### config.mk
export PLATFORM = sky130hd
export DESIGN_NAME = arbitro_rr_umbral
export DESIGN_NICKNAME = d
export VERILOG_FILES = /design/src/rtl/arbitro_rr_umbral_pkg.sv /design/src/rtl/rr_prioridad.sv /design/src/rtl/arbitro_rr_umbral.sv
export SDC_FILE = /design/constraint.sdc
export NUM_CORES = 1
export LEC_CHECK = 0
export CAP_MARGIN = 20
export CORE_ASPECT_RATIO = 1.4
export CORE_MARGIN = 2
export CORE_UTILIZATION = 30
export DETAILED_ROUTE_END_ITERATION = 10
export PLACE_DENSITY = 0.59
export SYNTH_ARGS = -nofsm -noshare
export SYNTH_HDL_FRONTEND = slang
export SYNTH_SLANG_ARGS = --single-unit
### constraint.sdc
create_clock -name clk -period 3.3 [get_ports clk]
set_input_delay 0.495 -clock clk [delete_from_list [all_inputs] [get_ports clk]]
set_output_delay 0.495 -clock clk [all_outputs]
set_load 0.05 [all_outputs]
### src/rtl/arbitro_rr_umbral_pkg.sv
// Shared definitions for the round-robin threshold scheduler: FSM encoding and default widths.
package arbitro_rr_umbral_pkg;

  localparam int N_REQ_DEF  = 4;
  localparam int DATA_W_DEF = 6;
  localparam int CNT_W_DEF  = 3;

  typedef enum logic [2:0] {
    ST_RESET    = 3'd0,
    ST_WAIT_CFG = 3'd1,
    ST_CFG      = 3'd2,
    ST_ARB      = 3'd3,
    ST_STALL    = 3'd4
  } estado_t;

endpackage

### src/rtl/rr_prioridad.sv
// Combinational round-robin search: first non-empty FIFO after ptr, cyclically.
module rr_prioridad #(
  parameter int N_REQ = 4,
  parameter int IDX_W = $clog2(N_REQ)
) (
  input  logic [N_REQ-1:0] fifo_empty,
  input  logic [IDX_W-1:0] ptr,
  output logic [N_REQ-1:0] grant,
  output logic             valid,
  output logic [IDX_W-1:0] idx
);

  always_comb begin
    grant = '0;
    valid = 1'b0;
    idx   = '0;
    // k runs to N_REQ so a lone requester at ptr wins against itself.
    for (int unsigned k = 1; k <= N_REQ; k++) begin
      automatic logic [31:0]      c    = (32'(ptr) + k) % N_REQ;
      automatic logic [IDX_W-1:0] cidx = c[IDX_W-1:0];
      if (!valid && !fifo_empty[cidx]) begin
        valid       = 1'b1;
        grant[cidx] = 1'b1;
        idx         = cidx;
      end
    end
  end

endmodule

### src/rtl/arbitro_rr_umbral.sv
// Round-robin drain of N_REQ show-ahead FIFOs into one output FIFO with hysteresis flow control.
module arbitro_rr_umbral
  import arbitro_rr_umbral_pkg::*;
#(
  parameter int N_REQ  = N_REQ_DEF,
  parameter int DATA_W = DATA_W_DEF,
  parameter int CNT_W  = CNT_W_DEF
) (
  input  logic                       clk,
  input  logic                       reset,
  input  logic                       init,
  input  logic [CNT_W-1:0]           umbral_alto,
  input  logic [CNT_W-1:0]           umbral_bajo,
  input  logic [N_REQ-1:0]           fifo_empty,
  input  logic [N_REQ*DATA_W-1:0]    fifo_data,
  input  logic [CNT_W:0]             out_count,
  output logic [N_REQ-1:0]           fifo_pop,
  output logic                       push_out,
  output logic [DATA_W-1:0]          data_out,
  output logic [$clog2(N_REQ)-1:0]   grant_idx,
  output logic                       stall,
  output logic                       idle_arb,
  output logic                       cfg_err
);

  localparam int IDX_W = $clog2(N_REQ);
  localparam int OCC_W = CNT_W + 2;

  estado_t          estado, estado_sig;
  logic [CNT_W-1:0] alto_q, bajo_q;
  logic [IDX_W-1:0] ptr;
  logic [N_REQ-1:0] grant;
  logic             grant_ok;
  logic [IDX_W-1:0] grant_sel;
  logic [OCC_W-1:0] ocupacion;
  logic             lleno, reanudar, cfg_mala, pop_ok;

  rr_prioridad #(
    .N_REQ (N_REQ),
    .IDX_W (IDX_W)
  ) u_prio (
    .fifo_empty (fifo_empty),
    .ptr        (ptr),
    .grant      (grant),
    .valid      (grant_ok),
    .idx        (grant_sel)
  );

  // The pending push counts toward occupancy so the stall decision sees the word already in flight.
  assign ocupacion = OCC_W'(out_count) + OCC_W'(push_out);
  assign lleno     = ocupacion >= OCC_W'(alto_q);
  assign reanudar  = out_count <= (CNT_W+1)'(bajo_q);
  assign cfg_mala  = umbral_bajo >= umbral_alto;
  assign pop_ok    = (estado == ST_ARB) && !lleno && grant_ok;

  always_ff @(posedge clk) begin
    if (!reset) estado <= ST_RESET;
    else        estado <= estado_sig;
  end

  always_comb begin
    estado_sig = estado;
    case (estado)
      ST_RESET:    estado_sig = ST_WAIT_CFG;
      ST_WAIT_CFG: if (init) estado_sig = ST_CFG;
      ST_CFG:      estado_sig = cfg_mala ? ST_WAIT_CFG : ST_ARB;
      ST_ARB:      if (lleno) estado_sig = ST_STALL;
      ST_STALL:    if (reanudar) estado_sig = ST_ARB;
      default:     estado_sig = ST_RESET;
    endcase
    if (init && estado != ST_RESET) estado_sig = ST_CFG;
  end

  always_comb begin
    fifo_pop = pop_ok ? grant : '0;
    idle_arb = (estado == ST_ARB) && (&fifo_empty) && !push_out;
  end

  always_ff @(posedge clk) begin
    if (!reset) begin
      push_out <= 1'b0;
      data_out <= '0;
      ptr      <= IDX_W'(N_REQ - 1);
      stall    <= 1'b0;
      cfg_err  <= 1'b0;
      alto_q   <= '0;
      bajo_q   <= '0;
    end else begin
      push_out <= pop_ok;
      if (pop_ok) begin
        data_out <= fifo_data[grant_sel*DATA_W +: DATA_W];
        ptr      <= grant_sel;
      end
      if (estado == ST_CFG) begin
        alto_q  <= umbral_alto;
        bajo_q  <= umbral_bajo;
        cfg_err <= cfg_mala;
      end
      stall <= (estado_sig == ST_STALL);
    end
  end

  assign grant_idx = ptr;

endmodule

==> results_dict.tcl, run 1 <==
set metrics [dict create \
    fmax_mhz 318 \
    start_kind "input port" \
    finalWirelength_mm 6.20 \
    avgRoutedWirePerCell_um 14.7 \
    synth.most_common_cell "nand2_1" \
    rsz0062_at_grt "no" \
    synthAdderAreaFrac_pct 11.7 \
    core_um2 6890 \
    synth_flop_cell "dfxtp_1" \
    slew_headroom_pct 66.1 \
    critPathTopFamily "buffers and inverters" \
    die_h_um 103 \
    drive_gt1_share_pct 15.3 \
    irDropWorstVdd_mv 0.109 \
    avgViaCountPerCell 5.36 \
    crit_type "in -> out" \
    ant_nets 0 \
    gr-usage-met3_pct 1.45 \
    fin_nets 389 \
    regArea_um2 403 \
    end_kind "output pin" \
    cts_made_buffers 3 \
    finalCriticalPeriod_ns 3.14 \
    synthTopCellsByCount "33 x nand2_1, 20 x dfxtp_1, 19 x a21oi_1, 19 x ha_1, 18 x inv_1" \
    grt_overflow 0 \
    ys_warn_count 0 \
    ios 57 \
    portBuffers 56 \
    synthTopCellsByArea "dfxtp_1 19%, ha_1 11%, nand2_1 5.9%" \
    use_met1_pct 19.5 \
    synth.area.mux_share_pct 12.8 \
    synth-async-reset-ratio_pct 0 \
    dieArea_um2 7750 \
    drc 0 \
    grt_max_degree 35 \
    synth_top_cell_area_share_pct 18.9 \
    ys_types 51 \
    ys_seq_elements 20 \
    p_leak_nw 1.19 \
    outcome "complete, no violations" \
    clk_latency_ns 0.25 \
    grt_pass1_wl_mm 10.3 \
    fillers 737 \
    setup_ws_ns 0.157 \
    yosys.area_share.simple_pct 18.7 \
    maxCapViolations 0 \
    path_cells "clkdlybuf4s50_1 > mux4_2 > nand2b_1 > nor2_1 > a22oi_1 > a21oi_4 > buf_12" \
    via_count 2262 \
    synth-compound-area-share_pct 30.1 \
    antenna_found_initial 0 \
    cp_data_required_time_ns 2.80 \
    cp.arrival_ns 2.65 \
    syn_nets 326 \
    setup_viol 0 \
    synth_top_family_by_area "compound AO/OA/AOI/OAI gates" \
    row_count 36 \
    dp_hpwl_mm 5.06 \
    synth-edff-count 0 \
    use_met2_pct 31.4 \
    gp_congestion 0.871 \
    fin_setup_tns_ns 0 \
    syn_area_per_cell_um2 7.96 \
    path_max_fanout 12 \
    cts_root_buf "clkbuf_8" \
    cts_hold_buf 0 \
    drtPass1Iterations 4 \
    start_util_pct 30.7 \
    grt_pass1_vias 2224 \
    slowest_stage "clkdlybuf4s50_1" \
    syn_area_um2 2120 \
    cts_tree "done" \
    syn2layout_area_growth_pct 40.5 \
    ys_seq_area_share_pct 18.9 \
    n_antenna_cell 0 \
    syn_inst 266 \
    htreeDepth 1 \
    top_usage_layer "met2" \
    drt_iter0_drc 60 \
    fin_skew_ns 0.00481 \
    postCtsSetupRepairBufs 0 \
    synthXorXnorAreaFrac_pct 0.827 \
    critical-path-max-stage-delay_ns 0.60 \
    path_buf_inv 2 \
    cts_buffer_depth 2 \
    post_cts_resize_count 0 \
    tightest_slew_ns 0.495 \
    die_w_um 75.0 \
    p_per_area_nw_per_um2 230 \
    fin_crit_sh_pct 95.2 \
    clkSlewWorstSetupHoldPaths_ns 0.07 \
    drv_slew 0 \
    clkSinkCount 20 \
    hp-class "reg -> reg" \
    netlist.top_cell.by_area "dfxtp_1" \
    dpl_worst_slack_ns 0.103 \
    multiInputGateArea_um2 1630 \
    hold_viol 0 \
    grt_usage_pct 16.7 \
]
==> power breakdown <==
group | switching (mW) | total [mW] | internal (mW)
logic | 0.138 | 0.265 | 0.127
clock network | 0.0755 | 0.157 | 0.0811
registers | 0.00884 | 0.261 | 0.253
==> final cells by class <==
class,instances,area share (%)
sequential,20,13.5
inverter,20,2.52
timing repair buffer,71,23.9
multi-input combinational,213,54.6
clock buffer,3,1.39
tap,95,4.00
==> path summary, 6_finish.rpt <==
kind / endpoint / slack (ns) / depth (start not counted) / startpoint
setup reg to reg: data_out[4] / 0.45 / 9 / grant_idx[1]
setup / recovery: fifo_pop[1] / 0.16 / 7 / fifo_empty[1]
hold reg to reg: alto_q[1] / 0.46 / 2 / alto_q[1]
hold / removal: alto_q[1] / 0.46 / 2 / alto_q[1]
==> per-layer routing <==
metal	vias to the layer above	share of wire [%]
li1	1118	-
met1	1060	40
met2	70	54
met3	14	3.6
met4	0	2.0
met5	-	0
==> kinds of logic after synthesis <==
group	after synthesis
AO/OA/AOI/OAI	86
AND/OR/NAND/NOR	84
buffers and inverters	33
multiplexers	21
adder cells (fa/ha/maj)	20
flip-flops	20
XOR/XNOR	2
==> worst min-delay path, stage by stage, from the launching register on <==
cell and delay (ns):
dfxtp_1 0.31, nand2_1 0.05, a21oi_1 0.05
==> cell usage in the layout (no fill, tap or decap), types with 7 or more instances in the layout <==
master / n
a21oi_1: 15
buf_4: 16
clkdlybuf4s50_1: 51
dfxtp_1: 18
ha_1: 18
inv_1: 18
mux2i_1: 11
nand2_1: 33
nand2b_1: 8
nand3_1: 7
nor2_1: 16
o211ai_1: 7
o21ai_0: 13
==> state kept, by name, indices dropped and copies added, names as in the netlist <==
| name | flops |
|---|---|
| estado | 3 |
| stall | 1 |
| grant_idx | 2 |
| data_out | 6 |
| alto_q | 3 |
| cfg_err | 1 |
| push_out | 1 |
| bajo_q | 3 |
==> stage by stage <==
stage / cells / cell area, um^2 / power (mW) / util (%) / hold WS [ns]
after floorplan: 266 / 2160 / 0.421 / - / 0.436
after global placement: 419 / 2920 / 0.529 / 42.4 / 0.445
after detailed placement: 419 / 2920 / 0.532 / 42.4 / 0.448
after CTS: 422 / 2960 / 0.692 / 43.0 / 0.458
after global routing: 422 / 2970 / 0.730 / 43.2 / 0.476
final: 422 / 2970 / 0.683 / 43.2 / 0.458
(Power assumes the default switching activity.)
==> inputs of run 2 (changes only) <==
--- a/config.mk
+++ b/config.mk
@@ -11,6 +11,8 @@
 export CORE_UTILIZATION = 30
 export DETAILED_ROUTE_END_ITERATION = 10
 export PLACE_DENSITY = 0.59
+export SKIP_CTS_REPAIR_TIMING = 1
+export SKIP_LAST_GASP = 1
 export SYNTH_ARGS = -nofsm -noshare
 export SYNTH_HDL_FRONTEND = slang
 export SYNTH_SLANG_ARGS = --single-unit
==> results of run 2 <==
No change in the layout: final DEF, timing and power equal those of run 1.
